`src/rtl/morse_keyer.sv`:
```
// Morse keyer: turns one captured character descriptor into KEY on/off timing.
// One unit is the interval between rising edges of a chosen time-base counter bit.
module morse_keyer #(
  parameter int TAP_BIT = 22,
  parameter int MAX_LEN = 5
) (
  input  logic        CLK,
  input  logic        RST,
  input  logic [27:0] CNT,
  input  logic        CHAR_VALID,
  output logic        CHAR_READY,
  input  logic [2:0]  CHAR_LEN,
  input  logic [4:0]  CHAR_PAT,
  input  logic        CHAR_SPACE,
  output logic        KEY,
  output logic        BUSY,
  output logic        DONE
);

  localparam logic [2:0] MAX_L = 3'(MAX_LEN);

  typedef enum logic [2:0] {
    S_IDLE, S_ALIGN, S_MARK, S_GAP, S_CGAP, S_WSPACE
  } state_t;

  state_t     state, state_d;
  logic       tap_prev, tick, accept, last_sym;
  logic [2:0] unit_cnt, unit_d, sym_idx, idx_d, idx_nxt;
  logic [2:0] len_q, len_d;
  logic [4:0] pat_q, pat_d;
  logic       space_q, space_d;
  logic       key_d, busy_d, done_d;

  // Only the tap bit matters; the rest of the counter is deliberately ignored.
  logic unused_cnt;
  assign unused_cnt = ^CNT;

  function automatic logic [2:0] clamp_len(input logic [2:0] len);
    return (len > MAX_L) ? MAX_L : len;
  endfunction

  function automatic logic [2:0] sym_units(input logic dash);
    return dash ? 3'd3 : 3'd1;
  endfunction

  assign tick       = CNT[TAP_BIT] & ~tap_prev;
  assign CHAR_READY = (state == S_IDLE);
  assign accept     = CHAR_VALID & CHAR_READY;
  assign idx_nxt    = sym_idx + 3'd1;
  assign last_sym   = (idx_nxt >= len_q);

  always_comb begin
    state_d = state;
    unit_d  = unit_cnt;
    idx_d   = sym_idx;
    key_d   = KEY;
    busy_d  = BUSY;
    done_d  = 1'b0;
    len_d   = len_q;
    pat_d   = pat_q;
    space_d = space_q;
    case (state)
      S_IDLE: begin
        if (accept) begin
          state_d = S_ALIGN;
          busy_d  = 1'b1;
          len_d   = clamp_len(CHAR_LEN);
          pat_d   = CHAR_PAT;
          space_d = CHAR_SPACE | (CHAR_LEN == 3'd0);
          idx_d   = 3'd0;
          unit_d  = 3'd0;
        end
      end
      // Waiting for a whole unit boundary so the first unit is never short.
      S_ALIGN: begin
        if (tick) begin
          idx_d = 3'd0;
          if (space_q) begin
            state_d = S_WSPACE;
            unit_d  = 3'd7;
          end else begin
            state_d = S_MARK;
            key_d   = 1'b1;
            unit_d  = sym_units(pat_q[0]);
          end
        end
      end
      S_MARK: begin
        if (tick) begin
          if (unit_cnt == 3'd1) begin
            key_d = 1'b0;
            if (last_sym) begin
              state_d = S_CGAP;
              unit_d  = 3'd3;
            end else begin
              state_d = S_GAP;
              unit_d  = 3'd1;
            end
          end else if (unit_cnt != 3'd0) begin
            unit_d = unit_cnt - 3'd1;
          end
        end
      end
      S_GAP: begin
        if (tick) begin
          state_d = S_MARK;
          key_d   = 1'b1;
          idx_d   = idx_nxt;
          unit_d  = sym_units(pat_q[idx_nxt]);
        end
      end
      S_CGAP, S_WSPACE: begin
        if (tick) begin
          if (unit_cnt == 3'd1) begin
            state_d = S_IDLE;
            busy_d  = 1'b0;
            done_d  = 1'b1;
            unit_d  = 3'd0;
          end else if (unit_cnt != 3'd0) begin
            unit_d = unit_cnt - 3'd1;
          end
        end
      end
      default: state_d = S_IDLE;
    endcase
  end

  always_ff @(posedge CLK or negedge RST) begin
    if (!RST) begin
      state    <= S_IDLE;
      tap_prev <= 1'b0;
      unit_cnt <= 3'd0;
      sym_idx  <= 3'd0;
      KEY      <= 1'b0;
      BUSY     <= 1'b0;
      DONE     <= 1'b0;
    end else begin
      state    <= state_d;
      tap_prev <= CNT[TAP_BIT];
      unit_cnt <= unit_d;
      sym_idx  <= idx_d;
      KEY      <= key_d;
      BUSY     <= busy_d;
      DONE     <= done_d;
    end
  end

  // Captured descriptor is plain data and needs no reset.
  always_ff @(posedge CLK) begin
    len_q   <= len_d;
    pat_q   <= pat_d;
    space_q <= space_d;
  end

endmodule

```
`config.mk`:
```
export PLATFORM = sky130hd
export DESIGN_NAME = morse_keyer
export DESIGN_NICKNAME = d
export VERILOG_FILES = /design/src/rtl/morse_keyer.sv
export SDC_FILE = /design/constraint.sdc
export NUM_CORES = 1
export LEC_CHECK = 0
export BUFFER_PORTS_ARGS = -buffer_cell sky130_fd_sc_hd__buf_2
export CELL_PAD_IN_SITES_DETAIL_PLACEMENT = 0
export CELL_PAD_IN_SITES_GLOBAL_PLACEMENT = 1
export CORE_ASPECT_RATIO = 1.4
export CORE_MARGIN = 8
export CORE_UTILIZATION = 37
export DETAILED_ROUTE_END_ITERATION = 12
export PLACE_DENSITY_LB_ADDON = 0.1
export SLEW_MARGIN = 25
export SYNTH_ARGS = -nofsm -noshare
export SYNTH_HDL_FRONTEND = slang
export SYNTH_SLANG_ARGS = --single-unit
```
`constraint.sdc`:
```
create_clock -name CLK -period 2.6 [get_ports CLK]
set_input_delay 0 -clock CLK [delete_from_list [all_inputs] [get_ports CLK]]
set_output_delay 0 -clock CLK [all_outputs]
set_load 0.02 [all_outputs]
```
==> qor.yml <==
status: "finished, final reports clean"
seq_power_share_pct: 36.3
gr-usage-met3_pct: 2.323
synth_cell_type_count: 47
numCtsBuffers: 3
htreeDepth: 1
cpPeakStageDelay_ns: 0.46
antenna_left: 0
crit_type: "register to register"
cts-resized-gates: 0
cp_max_fo: 5
area_growth_pct: 21.65
synth_area_per_cell_um2: 10.05
tns_ns: 0
fillCellCount: 322
netlist_top_cells_area: "dfrtp_1 (25%), edfxtp_1 (21%), ha_1 (6.7%)"
combPwrFrac_pct: 44.1
via_count: 1050
vias_per_cell: 5.385
synth-main-ff-cell: "dfrtp_1"
die_y_um: 86.30
die_area_um2: 5714
die_w_um: 66.22
cp_cell_sequence: "ha_1, xor2_1, ha_1, a211oi_1, or2_1, a311oi_1, o32a_1"
cts_setup_buffers: 0
final_cell_mix: "buf_2 (16), dfrtp_1 (13), dlygate4sd3_1 (10)"
crit_top_cell: "ha_1"
drive_gt1_share_pct: 18.06
drv_cap: 0
pwr-share-clk_pct: 19.6
io_buffer_count: 16
drtIter0Drc: 38
top_usage_layer: "met2"
yosysTopAreaCell: "dfrtp_1"
path_clk_slew_ns: 0.08
cts-root-buf: "clkbuf_8"
drc: 0
fin_cells: 195
io-pin-count: 44
final_common_cell: "buf_2"
dp_cells: 181
wl_per_cell_um: 14.50
critPathRequiredTime_ns: 2.76
synth_edf_count: 9
synthesis.nets: 177
fin_skew_ns: 0.001231
wl_mm: 2.827
rsz0062_at_grt: "false"
dp_hpwl_mm: 2.057
timing.fmax_mhz: 471.5
first_pass_iters: 4
end_kind: "register"
cp.arrival_ns: 2.28
p_per_area_nw_per_um2: 1032
antenna_found_initial: 0
met1_usage_pct: 12.41
nets: 203
final_hold_viol_count: 0
hold_class: "input pin to register"
vdd_drop_max_mv: 0.5031
startpoint_type: "register"
core_area_um2: 3378
ys_ff_latch: 22
insertion_delay_ns: 0.26
p_leak_nw: 0.6573
yosysWarningCount: 0
gr-total-overflow: 0
place_congestion: 0.7408
antenna-diode-count: 0
initial_utilization_pct: 38.67
switching_power_uw: 645.8
use_met2_pct: 18.24
crit_slowest_cell: "dfrtp_1"
fin_crit_sh_pct: 81.57
syn_inst: 130
async_flop_share_pct: 59.09
relSlewSlack_pct: 55.51
finalSetupViolations: 0
grt_pass1_wl_mm: 4.912
synthesis.area_um2: 1306
ctsLongestPathBuffers: 2
std_cell_rows: 25
power.total_mw: 1.639
switching_share_pct: 39.40
critPathTopFamily: "compound AO/OA/AOI/OAI gates"
grt_max_degree: 21
clock-sinks: 22
path_buf_inv: 0
cts_tree: "done"
post-route-min-period_ns: 2.121
internal_power_uw: 993.4
worstMarginPinSlew_ns: 0.6674
grt_usage_pct: 10.92
grt_pass1_vias: 1076
maxSlewViolCount: 0
ys_seq_area_share_pct: 45.59
yosysTopAreaCellShare_pct: 24.90
[flip-flops by register name, summed over array words and instances, names as in the netlist]
signal / count
state: 3
sym_idx: 3
DONE: 1
space_q: 1
len_q: 3
BUSY: 1
pat_q: 5
tap_prev: 1
unit_cnt: 3
KEY: 1
[logic make-up after synthesis]
logic type,synth area share (%)
multiplexers,2.490
adder cells (fa/ha/maj),6.705
XOR/XNOR,0.6706
AND/OR/NAND/NOR,19.54
AO/OA/AOI/OAI,20.21
buffers and inverters,4.790
flip-flops,45.59
[repair_timing]
item                                   CTS  global route
hold buffers                            10             0
setup endpoints to repair                0             0
endpoints found under the hold margin   22             0
[cell type report]
class                           instances  area (um^2)  share of cell area (%)
Clock buffer                            3        41.29                   2.598
Clock inverter                          1        30.03                   1.890
Inverter                                8        30.03                   1.890
Multi-Input combinational cell         94        654.4                   41.18
Sequential cell                        22        595.6                   37.48
Tap cell                               40        50.05                   3.150
Timing Repair Buffer                   27        187.7                   11.81
[per-stage QoR]
stage,hold WS [ns],setup slack [ns],cell area (um^2),util [%]
after floorplan,-0.2956,0.3206,1306,-
after global placement,-0.08658,0.4657,1418,41.96
after detailed placement,-0.08753,0.4516,1418,41.96
after CTS,0.02584,0.4455,1589,47.04
after global routing,0.04301,0.2825,1589,47.04
final,0.04570,0.4791,1589,47.04
[per-layer routing]
| layer | vias to the layer above | wire (um) | share of wire [%] |
|---|---|---|---|
| met5 | - | 0 | 0 |
| met4 | 0 | 73 | 2.6 |
| met3 | 6 | 116 | 4.1 |
| met2 | 21 | 1444 | 51 |
| met1 | 496 | 1193 | 42 |
| li1 | 527 | - | - |
[path summary, 6_finish.rpt]
kind,start,end,slack [ns],cells after the start
worst max-delay path,sym_idx[0],unit_cnt[1],0.48,7
worst min register to register,KEY,KEY,0.49,2
worst min-delay path,CHAR_LEN[1],len_q[0],0.05,2
min in group asynchronous,RST,BUSY,0.16,2
max in group asynchronous,RST,sym_idx[2],2.21,2
worst max register to register,sym_idx[0],unit_cnt[1],0.48,7
[worst register-to-register path, stage by stage (launching register included)]
cell and delay (ns):
dfrtp_1 0.46, ha_1 0.27, xor2_1 0.19, ha_1 0.21, a211oi_1 0.25, or2_1 0.19, a311oi_1 0.11, o32a_1 0.33
[cells in the mapped netlist, types with 3 or more instances]
library cell	instances
nor3_1	3
edfxtp_1	9
o21ai_1	9
ha_1	7
dfrtp_1	13
nor2b_1	4
nand3b_1	3
nand2b_1	8
a31oi_1	3
inv_1	8
nor2_1	8
nand2_1	7
a21oi_1	8
[power by group through the flow]
stage,clock network [mW],registers [mW],logic (mW)
detailed placement,0,0.605,0.718
global placement,0,0.603,0.710
floorplan,0,0.524,0.631
CTS,0.328,0.597,0.732
global route,0.341,0.621,0.827
finish,0.322,0.595,0.723
No activity file was read; power rests on OpenSTA's default activity.
